## config.mk

```make
export PLATFORM = sky130hd
export DESIGN_NAME = instr_queue
export DESIGN_NICKNAME = d
export VERILOG_FILES = /design/src/rtl/instr_queue.sv
export SDC_FILE = /design/constraint.sdc
export NUM_CORES = 1
export LEC_CHECK = 0
export BUFFER_PORTS_ARGS = -buffer_cell sky130_fd_sc_hd__buf_2
export CORE_MARGIN = 5
export CORE_UTILIZATION = 35
export DETAILED_ROUTE_END_ITERATION = 8
export GPL_TIMING_DRIVEN = 0
export MAX_ROUTING_LAYER = met4
export PLACE_DENSITY = 0.5
export SLEW_MARGIN = 15
export SYNTH_ARGS = -nofsm -noshare
export SYNTH_HDL_FRONTEND = slang
export SYNTH_SLANG_ARGS = --single-unit
```

## constraint.sdc

```tcl
create_clock -name clk -period 8 [get_ports clk]
set_input_delay 0.4 -clock clk [delete_from_list [all_inputs] [get_ports clk]]
set_output_delay 0.4 -clock clk [all_outputs]
set_load 0.01 [all_outputs]
```

## src/rtl/instr_queue.sv

```systemverilog
// instr_queue: circular FIFO of (pc, instr) pairs between the fetcher and the decoder.
// The head entry is presented combinationally. A flush from the ROB drops all entries.
// Ports:
//   clk, rst               clock, synchronous active-high reset
//   is_valid_from_fetcher  push request carrying pc_from_fetcher / instr_from_fetcher
//   is_full_to_fetcher     occupancy == Depth; a push is dropped
//   count_to_fetcher       occupancy, 0..Depth
//   is_pop_from_decoder    consume the head entry
//   is_empty_to_decoder    occupancy == 0; the head outputs read as zero
//   pc_to_decoder          pc of the head entry
//   instr_to_decoder       instruction word of the head entry
//   is_clear_from_rob      flush; discards every entry
module instr_queue #(
   parameter int unsigned QueueAddrWidth = 4,
   parameter int unsigned PcWidth        = 32,
   parameter int unsigned InstrWidth     = 32
) (
   input  logic                      clk,
   input  logic                      rst,
   input  logic                      is_valid_from_fetcher,
   input  logic [PcWidth-1:0]        pc_from_fetcher,
   input  logic [InstrWidth-1:0]     instr_from_fetcher,
   output logic                      is_full_to_fetcher,
   input  logic                      is_pop_from_decoder,
   output logic                      is_empty_to_decoder,
   output logic [PcWidth-1:0]        pc_to_decoder,
   output logic [InstrWidth-1:0]     instr_to_decoder,
   input  logic                      is_clear_from_rob,
   output logic [QueueAddrWidth:0]   count_to_fetcher
);

   localparam int unsigned Depth      = 2 ** QueueAddrWidth;
   localparam int unsigned CountWidth = QueueAddrWidth + 1;

   typedef struct packed {
      logic [PcWidth-1:0]    pc;
      logic [InstrWidth-1:0] instr;
   } entry_t;

   entry_t                    entries [Depth];
   logic [QueueAddrWidth-1:0] head;
   logic [QueueAddrWidth-1:0] tail;
   logic [CountWidth-1:0]     count;
   logic                      push_ok;
   logic                      pop_ok;

   // Flags come from the registered count only, so input never bypasses to output.
   assign is_empty_to_decoder = (count == '0);
   assign is_full_to_fetcher  = (count == CountWidth'(Depth));
   assign count_to_fetcher    = count;

   // An empty queue shows zeros rather than a stale entry.
   assign pc_to_decoder    = is_empty_to_decoder ? '0 : entries[head].pc;
   assign instr_to_decoder = is_empty_to_decoder ? '0 : entries[head].instr;

   // Accepted events; a flush or reset cancels both.
   assign push_ok = is_valid_from_fetcher && !is_full_to_fetcher && !is_clear_from_rob && !rst;
   assign pop_ok  = is_pop_from_decoder && !is_empty_to_decoder && !is_clear_from_rob && !rst;

   // Entry storage needs no reset; it is never read while count is zero.
   always_ff @(posedge clk) begin
      if (push_ok) begin
         entries[tail].pc    <= pc_from_fetcher;
         entries[tail].instr <= instr_from_fetcher;
      end
   end

   // Pointer and occupancy update; pointers wrap mod Depth naturally.
   always_ff @(posedge clk) begin
      if (rst || is_clear_from_rob) begin
         head  <= '0;
         tail  <= '0;
         count <= '0;
      end else begin
         if (push_ok) begin
            tail <= tail + QueueAddrWidth'(1);
         end
         if (pop_ok) begin
            head <= head + QueueAddrWidth'(1);
         end
         case ({push_ok, pop_ok})
            2'b10:   count <= count + CountWidth'(1);
            2'b01:   count <= count - CountWidth'(1);
            default: count <= count;
         endcase
      end
   end

endmodule

```

After elaboration in Yosys (flattened, before gate mapping)
Memories as Yosys holds them, arrays and structs flattened. A register that Yosys moved wholly into a read port is not among the register bits.
Index checks and enable logic that the tools add are counted.
Word-level totals
  RAM bits: 1024
  memories: 1
  logic and storage cells: 31
  input bits: 69
  bits in registers: 13
Operators by class
  reductions and logical operators: 13
  equality and inequality tests: 3
  muxes and demuxes: 7
  add/sub/neg operators: 4
Memory list
  entries: depth 16, bits a word 64, rd ports 1, clocked after memory_dff 1, wr ports 1, RTL line 40  | entry_t entries [Depth];
Operators by type and width (number)
  $mux 32: 2
  $pmux 5 s2: 1
  $add 4x1->4 const B: 2
  $mux 4: 2
  $logic_and 1x1->1: 6
  $add 5x1->5 const B: 1
  $eq 5x5->1 const B: 1
  $logic_not 5->1: 1
  $sub 5x1->5 const B: 1
  $logic_not 1->1: 4
  $eq 2x1->1 const B: 1
  $eq 2x2->1 const B: 1
  $mux 1: 2
  $reduce_bool 2->1: 1
  $logic_or 1x1->1: 1

Logic depth before layout (Yosys ltp)
Gate-level depths: netlist of the first run.
  depth in word-level cells: 7
  gate-level depth with buffers: 14
  gate-level depth less buffers: 12

Least setup slack after synthesis of the first run
Ideal clock, no wire load.
  kind: input to register
  from: in rst
  to: mem entries[3][0] (netlist bit) (enable)
  path slack: 1.566 ns
  cell stages on the path: 5
  required time: 7.436 ns
  path buffers: 1
  arrival: 5.869 ns
  cells stage by stage: or2_2 > clkbuf_1 > a211oi_1 > nand2_1 > nor3_1
Between the ends
  longest elaborated chain between the ends: 4
RTL lines
  start, declared: RTL line 19  | input logic rst,
  $logic_not 1->1: RTL line 57  | assign push_ok = is_valid_from_fetcher && !is_full_to_fetcher && !is_clear_from_rob && !rst;
  $logic_and 1x1->1: RTL line 57
  $mux 1: RTL line 62  | if (push_ok) begin
  $mux 1 (implied by the code): RTL line 64  | entries[tail].instr <= instr_from_fetcher;
  end, declared: RTL line 40
Every way passes these cells.

==> impl_metrics.env, run 1 <==
export IMPL_post_place_ws_ns=3.94
export IMPL_syn_cell_area_mm2=0.0399
export IMPL_clock_fmax_mhz=230
export IMPL_antenna_left=0
export IMPL_synth_area_leaders="edfxtp_1 77%, mux4_2 17%, mux4_1 1.1%"
export IMPL_die_area_mm2=0.121
export IMPL_synth_area_per_cell_um2=24.8
export IMPL_die_w_um=348
export IMPL_rrSetupSlack_ns=4.22
export IMPL_required_ns=7.60
export IMPL_ys_ff_latch=1041
export IMPL_status="complete, no violations"
export IMPL_hold_slack_ns=0.0861
export IMPL_yosysSeqAreaShare_pct=77.9
export IMPL_r2r_end="entries[2][58]"
export IMPL_post_route_util_pct=41.8
export IMPL_grt_overflow_total=0
export IMPL_synth_top_area_share_pct=77.0
export IMPL_synth_warning_count=0
export IMPL_drcViolationCount=0
export IMPL_cts_made_buffers=112
export IMPL_synth_top_area_cell="edfxtp_1"
export IMPL_synth_distinct_cells=40
export IMPL_finalHoldViolCount=0
export IMPL_cts_clk_slew_worst_paths_ns=0.06
export IMPL_place_congestion=0.706
export IMPL_cts_buffer_depth=3
export IMPL_firstDrtPassIters=5
export IMPL_instances_no_fill=3573
export IMPL_cts_root_buf="clkbuf_16"
export IMPL_wire_per_inst_um=27.8
export IMPL_fill_cells=9915
export IMPL_p_leak_nw=14.8
export IMPL_vias=18200
export IMPL_path_cells="clkbuf_1 > clkbuf_1 > mux4_2 > mux4_2 > and2_1 > buf_2"
export IMPL_ir_drop_uv=169
export IMPL_min_to="count_to_fetcher[4]"
export IMPL_setup_viol=0
export IMPL_cpPeakStageDelay_ns=0.81
export IMPL_relSlewSlack_pct=25.1
export IMPL_intPower_mw=8.91
export IMPL_hold_class="input port to flip-flop"
export IMPL_cp_end_kind="output port"
export IMPL_ios=140
export IMPL_startpoint_type="flip-flop"
export IMPL_setup_ws_ns=3.65
export IMPL_io_buffers=139
export IMPL_p_per_area_mw_per_mm2=232
export IMPL_ctsHoldBuffers=0
export IMPL_synth_fp_nets=1687
export IMPL_cp_slowest_cell="clkbuf_1"
export IMPL_p_comb_share_pct=1.5
export IMPL_path_max_fanout=10
export IMPL_skew_ns=0.0178
export IMPL_first_iter_violations=1656
export IMPL_die_h_um=348
export IMPL_swShare_pct=19.5
export IMPL_wl_mm=99.2
export IMPL_cts_tree="yes"
export IMPL_worst_r2r_path_depth=10
export IMPL_initial_utilization_pct=35.1
export IMPL_dp_hpwl_mm=64.8
export IMPL_drive_above_1_share_pct=36.3
export IMPL_criticalPathCategory="flip-flop to output port"
export IMPL_grt_pass1_vias=19500
export IMPL_rsz0062_at_grt="no"
export IMPL_hold_path_cell_count=4
export IMPL_nets=2033
export IMPL_seq_power_share_pct=54.2
export IMPL_clockPowerShare_pct=44.2
export IMPL_slew_violations=0
export IMPL_tightest_slew_ns=1.12
export IMPL_cts_sinks=1041
export IMPL_num_rows=124
export IMPL_min_period_over_period_pct=54.4
export IMPL_postCtsSetupBuffers=0
export IMPL_core_area_mm2=0.114
export IMPL_maxCapViolCount=0
export IMPL_dp_cells=3354
export IMPL_p_sw_mw=2.16
export IMPL_cts_resized=0
export IMPL_synthCells=1610
export IMPL_htreeDepth=3
export IMPL_crit_arrival_ns=3.95
export IMPL_grtUsageTotal_pct=16.9
export IMPL_tns_ns=0
export IMPL_grt_max_degree=18
export IMPL_clk_insertion_delay_late_ns=0.67
export IMPL_syn_to_final_growth_pct=19.3
export IMPL_antenna_found_initial=20
export IMPL_grt_pass1_wl_mm=143
export IMPL_r2r_start="count_to_fetcher[1]"
export IMPL_period_needed_ns=4.35
export IMPL_viasPerCell=5.10
export IMPL_min_delay_start="is_clear_from_rob"
[per-stage QoR]
stage          cell area, µm²  power, mW
6_report                47600       11.1
5_1_grt                 47600       11.4
4_1_cts                 47600       11.2
3_5_place_dp            44100       6.29
3_3_place_gp            42500       6.28
2_1_floorplan           39900       6.18
[cells in the mapped netlist (all sizes together)]
cell type  number
nor4            1
or3             1
a22oi           1
buf            41
xnor2           1
edfxtp       1024
inv             5
o21ai           3
mux4          320
and4b           1
clkbuf         45
or2             1
o31ai           3
a211oi          2
or4             1
nand4           2
a31oi           1
xor2            9
nor3            4
and2           65
dfxtp          17
mux2i           1
o211ai          1
nand3           2
a21oi           6
ha              8
a21o            3
nand2b          4
and3            1
nor2           26
o21a            1
nand2           7
nor4b           1
nand3b          1
[metal layers]
metal | track usage [%] | share of wire [%] | vias up | wire [µm]
met1 | 21.5 | 42 | 9980 | 41200
met5 | - | 0 | - | 0
met2 | 28.4 | 52 | 441 | 51300
met4 | 3.98 | 2.2 | 0 | 2170
li1 | - | - | 7678 | -
met3 | 3.24 | 4.6 | 141 | 4540
[flip-flops by register name (all words and copies together) (netlist names), named ones only]
name              flops
tail                  4
entries            1024
count_to_fetcher      5
head                  4
[cells in the final DEF (no fill, tap or decap), drive strengths merged, types with 2 or more instances in the layout]
master    count
nand3         2
nand4         2
ha            8
a21o          3
inv           7
mux4        320
xor2          9
and2         65
dfxtp        17
nand2b        4
nor2         26
clkinvlp      3
diode        12
o31ai         3
nor3          4
edfxtp     1024
clkinv       54
clkbuf      190
buf         269
a211oi        2
a21oi         6
nand2         7
bufinv        7
o21ai         3
[layout make-up]
class / count / area, µm² / share of cell area, %
antenna: 12 / 30.0 / 0.0630
clock inverter: 66 / 500 / 1.05
multi-input combinational: 478 / 8370 / 17.6
sequential: 1041 / 31100 / 65.3
inverter: 5 / 18.8 / 0.0394
buffer: 86 / 567 / 1.19
timing repair buffer: 232 / 2190 / 4.60
clock buffer: 141 / 2990 / 6.28
tap: 1512 / 1890 / 3.97
[power by group through the flow]
stage / combinational [mW] / clock [mW] / sequential [mW]
2_1_floorplan: 0.0560 / 0 / 6.12
3_3_place_gp: 0.156 / 0 / 6.12
3_5_place_dp: 0.174 / 0 / 6.12
4_1_cts: 0.174 / 5.01 / 6.00
5_1_grt: 0.187 / 5.25 / 6.00
6_report: 0.170 / 4.89 / 6.00
[how the worst max path moves through the flow]
stage,startpoint,end,slack [ns],depth (start not counted)
3_5_place_dp,rst,entries[2][58],3.94,11
3_3_place_gp,rst,entries[3][58],-5.76,6
6_report,flip-flop,instr_to_decoder[6],3.65,6
5_1_grt,flip-flop,instr_to_decoder[6],3.51,6
2_1_floorplan,rst,entries[3][0],1.57,5
4_1_cts,flip-flop,instr_to_decoder[6],3.52,6
[worst max-delay path, delay by kind of cell, from the launching register on]
family | cells | cell delay [ns]
buffers and inverters | 3 | 1.71
multiplexers | 2 | 0.90
flip-flops | 1 | 0.37
AND/OR/NAND/NOR | 1 | 0.29
[cells by family after synthesis]
logic type | synth area share [%]
DFF | 77.9
muxes | 18.2
and+or+nand+nor | 1.65
buffers and inverters | 1.45
AOI/OAI and AO/OA | 0.335
xor gates and xnor gates | 0.219
adders and majority gates | 0.251
Power figures use the tool's default switching activity.
==> run 2, diff against run 1 <==
- clock period: 8 -> 4.5 ns (I/O delays scaled with it)
==> run 2 against run 1 <==
Cell count rose by 1.2%. Clock power rose by 78%. Sequential power rose by 78%. Clock skew rose by 0.0045 ns. Worst setup slack got worse by 3.4 ns. Utilization rose by 0.75 points. Global-route usage rose by 0.066 points. Die area did not move. Worst hold slack got worse by 0.032 ns. Power rose by 78%. Non-clock buffer count rose by 52.
==> impl_metrics.env, run 2 (same netlist as run 1, synthesis figures left out) <==
export IMPL_maxCapViolCount=0
export IMPL_antenna_found_initial=9
export IMPL_largest_register="entries"
export IMPL_syn_to_final_growth_pct=21.5
export IMPL_min_period_over_period_pct=93.5
export IMPL_cp_end_kind="output port"
export IMPL_relSlewSlack_pct=26.4
export IMPL_skew_ns=0.0223
export IMPL_dp_hpwl_mm=63.8
export IMPL_cpPeakStageDelay_ns=0.80
export IMPL_vias=18400
export IMPL_drive_above_1_share_pct=34.7
export IMPL_hold_class="input port to flip-flop"
export IMPL_grtUsageTotal_pct=17.0
export IMPL_rrSetupSlack_ns=1.00
export IMPL_grt_pass1_wl_mm=143
export IMPL_cts_buffer_depth=3
export IMPL_finalHoldViolCount=0
export IMPL_first_iter_violations=1530
export IMPL_firstDrtPassIters=5
export IMPL_grt_overflow_total=0
export IMPL_drcViolationCount=0
export IMPL_grt_max_degree=19
export IMPL_post_route_util_pct=42.6
export IMPL_htreeDepth=3
export IMPL_path_max_fanout=10
export IMPL_cts_resized=0
export IMPL_criticalPathCategory="flip-flop to output port"
export IMPL_worst_r2r_path_depth=8
export IMPL_status="complete, no violations"
export IMPL_crit_arrival_ns=3.98
export IMPL_period_needed_ns=4.21
export IMPL_cts_sinks=1041
export IMPL_tightest_slew_ns=1.10
export IMPL_hold_path_cell_count=5
export IMPL_setup_viol=0
export IMPL_critPathTopFamily="buffers and inverters"
export IMPL_rsz0062_at_grt="no"
export IMPL_cp_slowest_cell="clkbuf_1"
export IMPL_min_delay_start="is_valid_from_fetcher"
export IMPL_min_to="tail[0]"
export IMPL_fill_cells=9805
export IMPL_antenna_left=0
export IMPL_clk_insertion_delay_late_ns=0.67
export IMPL_required_ns=4.28
export IMPL_startpoint_type="flip-flop"
export IMPL_critical_path_n_buffers_inverters=3
export IMPL_cts_made_buffers=109
export IMPL_grt_pass1_vias=19700
export IMPL_core_area_mm2=0.114
export IMPL_slew_violations=0
export IMPL_die_area_mm2=0.121
export IMPL_cts_root_buf="clkbuf_16"
export IMPL_r2r_start="count_to_fetcher[1]"
export IMPL_crit_cells=6
export IMPL_place_congestion=0.719
export IMPL_layout_commonest_cell="edfxtp_1"
export IMPL_clock_fmax_mhz=238
export IMPL_final_cell_mix="1024 x edfxtp_1, 304 x mux4_2, 142 x buf_2, 112 x clkbuf_16, 69 x clkbuf_1"
export IMPL_die_w_um=348
export IMPL_nets=2082
export IMPL_ios=140
export IMPL_io_buffers=139
export IMPL_ir_drop_uv=283
export IMPL_largest_reg_flops=1024
export IMPL_num_rows=124
export IMPL_r2r_end="entries[11][60]"
export IMPL_viasPerCell=5.09
export IMPL_path_cells="clkbuf_1 > clkbuf_1 > mux4_2 > mux4_2 > and2_1 > buf_2"
export IMPL_p_leak_nw=15.1
export IMPL_wire_per_inst_um=27.6
export IMPL_hold_slack_ns=0.0543
export IMPL_cts_tree="yes"
export IMPL_initial_utilization_pct=35.1
export IMPL_cts_clk_slew_worst_paths_ns=0.06
export IMPL_p_per_area_mw_per_mm2=407
export IMPL_wl_mm=99.9
export IMPL_die_h_um=348
[run 2: changes by cell type in the layout (fill, tap and decap cells not counted), sizes merged]
| cell | change |
|---|---|
| bufinv | +1 |
| inv | +1 |
| clkbuf | -1 |
| dlygate4sd3 | +67 |
| diode | -5 |
| clkinv | -6 |
| buf | -15 |
[run 2: tightest hold or removal path, cell delays in order]
cell	delay, ns
buf_2	0.11
inv_1	0.08
a21oi_1	0.10
xnor2_1	0.14
nor2_1	0.03
[run 2: final cells by class]
cell class | instances | area (µm²) | area share [%]
buffer | 86 | 567 | 1.17
sequential | 1041 | 31100 | 64.1
antenna | 7 | 17.5 | 0.0361
clock buffer | 140 | 2950 | 6.08
clock inverter | 62 | 512 | 1.06
multi-input combinational | 478 | 8390 | 17.3
inverter | 5 | 18.8 | 0.0387
timing repair buffer | 284 | 3070 | 6.33
tap | 1512 | 1890 | 3.90
[run 2: how the worst max path moves through the flow]
stage | to | slack, ns
finish | instr_to_decoder[6] | 0.29
global route | instr_to_decoder[6] | 0.15
CTS | instr_to_decoder[9] | 0.20
detailed placement | entries[11][60] | 0.93
global placement | entries[4][58] | -4.74
floorplan | entries[15][0] | -0.10
[run 2: report_power, final]
group	switching, mW	internal (mW)
sequential	0.00598	10.7
clock	3.63	5.06
combinational	0.223	0.140
[run 2: routing by layer]
layer | vias to the layer above | GRT usage (%) | part of all wire, %
li1 | 7779 | - | -
met5 | - | - | 0
met2 | 495 | 29.0 | 52
met4 | 0 | 3.38 | 1.8
met1 | 10000 | 21.6 | 41
met3 | 131 | 2.84 | 4.9
[run 2: stage by stage]
stage	area [µm²]	TNS, ns	power (mW)	std cells	setup slack (ns)
after detailed placement	44400	0	11.2	3339	0.929
after global placement	42500	-4161.35	11.2	3261	-4.74
final	48500	0	19.7	3615	0.290
after global routing	48500	0	20.4	3614	0.150
after CTS	48500	0	19.9	3608	0.199
after floorplan	39900	-48.33	11.0	1610	-0.104
[run 2: repair_timing]
| action | CTS | global route |
|---|---|---|
| hold buffers | 67 | 0 |
| hold endpoints to repair | 1027 | 0 |
| buffers inserted | 0 | 0 |
==> run 3, diff against run 2 <==
- CTS_BUF_LIST: default -> sky130_fd_sc_hd__clkbuf_16
- clock period: 4.5 -> 4.8 ns (I/O delays scaled with it)
==> run 3 against run 2 <==
Count of clock-buffer cells in the layout is 25 lower. Largest cell class unchanged. First-iteration DRC count is 0.98% higher. Worst setup slack better by 0.28 ns. Global-route usage is 0.063 points lower.
==> impl_metrics.env, run 3 (same netlist as run 1, synthesis figures left out) <==
export IMPL_grtUsageTotal_pct=16.9
export IMPL_cts_clk_slew_worst_paths_ns=0.06
export IMPL_wl_mm=99.1
export IMPL_p_leak_nw=15.1
export IMPL_die_area_mm2=0.121
export IMPL_cts_buffer_depth=3
export IMPL_fill_cells=9851
export IMPL_place_congestion=0.724
export IMPL_syn_to_final_growth_pct=21.3
export IMPL_crit_cells=6
export IMPL_drcViolationCount=0
export IMPL_worst_r2r_path_depth=9
export IMPL_min_period_over_period_pct=88.2
export IMPL_cpPeakStageDelay_ns=0.84
export IMPL_layout_commonest_cell="edfxtp_1"
export IMPL_dp_hpwl_mm=64.1
export IMPL_rrSetupSlack_ns=1.25
export IMPL_grt_pass1_wl_mm=143
export IMPL_period_needed_ns=4.23
export IMPL_hold_slack_ns=0.0492
export IMPL_antenna_left=0
export IMPL_cts_made_buffers=112
export IMPL_cp_slowest_cell="clkbuf_1"
export IMPL_die_h_um=348
export IMPL_largest_register="entries"
export IMPL_setup_viol=0
export IMPL_ios=140
export IMPL_tightest_slew_ns=1.15
export IMPL_path_max_fanout=10
export IMPL_maxCapViolCount=0
export IMPL_wire_per_inst_um=27.4
export IMPL_cts_root_buf="clkbuf_16"
export IMPL_die_w_um=348
export IMPL_relSlewSlack_pct=23.1
export IMPL_critical_path_n_buffers_inverters=3
export IMPL_io_buffers=139
export IMPL_layout_area_seq_mm2=0.0311
export IMPL_finalHoldViolCount=0
export IMPL_drive_above_1_share_pct=34.7
export IMPL_ctsHoldBuffers=67
export IMPL_required_ns=4.56
export IMPL_crit_arrival_ns=3.99
export IMPL_vias=18400
export IMPL_grt_overflow_total=0
export IMPL_first_iter_violations=1545
export IMPL_hold_class="input port to flip-flop"
export IMPL_htreeDepth=3
export IMPL_multi_input_area_mm2=0.00839
export IMPL_cts_tree="yes"
export IMPL_final_cell_mix="1024 x edfxtp_1, 304 x mux4_2, 143 x buf_2, 115 x clkbuf_16, 67 x dlygate4sd3_1"
export IMPL_viasPerCell=5.08
export IMPL_core_area_mm2=0.114
export IMPL_slew_violations=0
export IMPL_power_mw=18.7
export IMPL_p_per_area_mw_per_mm2=385
export IMPL_grt_pass1_vias=20000
export IMPL_cp_end_kind="output port"
export IMPL_skew_ns=0.0198
export IMPL_place_area_mm2=0.0441
export IMPL_criticalPathCategory="flip-flop to output port"
export IMPL_status="complete, no violations"
export IMPL_initial_utilization_pct=35.1
export IMPL_postCtsSetupBuffers=0
export IMPL_firstDrtPassIters=4
export IMPL_tns_ns=0
export IMPL_clk_insertion_delay_late_ns=0.67
export IMPL_grt_max_degree=20
export IMPL_rsz0062_at_grt="no"
export IMPL_largest_reg_flops=1024
export IMPL_cts_resized=0
export IMPL_critPathTopFamily="buffers and inverters"
export IMPL_num_rows=124
export IMPL_cts_sinks=1041
export IMPL_final_area_mm2=0.0484
export IMPL_path_cells="clkbuf_1 > clkbuf_1 > mux4_2 > mux4_2 > and2_1 > buf_2"
export IMPL_startpoint_type="flip-flop"
export IMPL_ir_drop_uv=274
export IMPL_clock_fmax_mhz=236
export IMPL_nets=2079
export IMPL_antenna_found_initial=9
export IMPL_hold_path_cell_count=5
run 3: cell count changes in the layout (fill, tap and decap cells not counted), sizes merged:
cell    delta
clkinv     +3
inv       +24
diode      +2
buf        -5
bufinv     +3
clkbuf    -26
run 3: power by group:
group | switching (mW) | internal [mW] | total [mW]
Clock | 3.41 | 4.90 | 8.31
Sequential | 0.00570 | 10.0 | 10.0
Combinational | 0.206 | 0.130 | 0.336
run 3: per-layer routing:
| layer | share of wire, % | track usage, % | up-vias |
|---|---|---|---|
| li1 | - | - | 7779 |
| met1 | 42 | 21.3 | 10000 |
| met2 | 51 | 28.7 | 440 |
| met3 | 4.9 | 3.30 | 145 |
| met4 | 2.0 | 3.69 | 0 |
| met5 | 0 | - | - |
run 3: worst paths after layout:
kind,startpoint,to
worst min-delay path,rst,head[2]
worst min register to register,count_to_fetcher[3],count_to_fetcher[3]
worst max-delay path,flip-flop,pc_to_decoder[1]
worst max register to register,count_to_fetcher[2],entries[3][14]
run 3: area by class of cell:
type / count / area share [%]
sequential: 1041 / 64.2
buffer: 86 / 1.17
timing repair buffer: 278 / 5.89
inverter: 5 / 0.0388
antenna: 9 / 0.0465
clock buffer: 115 / 5.94
multi-input combinational: 478 / 17.3
tap: 1512 / 3.91
clock inverter: 92 / 1.45
run 3: worst min-delay path: stages:
cell	delay, ns
buf_2	0.10
nor2_1	0.07
nand4_1	0.11
xor2_1	0.08
nor2_1	0.08
run 3: stage by stage:
| step | util [%] | setup WS, ns | instances |
|---|---|---|---|
| floorplan | - | 0.196 | 1610 |
| global placement | 37.3 | -4.38 | 3261 |
| detailed placement | 38.8 | 1.18 | 3333 |
| CTS | 42.5 | 0.525 | 3607 |
| global route | 42.5 | 0.435 | 3615 |
| finish | 42.5 | 0.567 | 3616 |
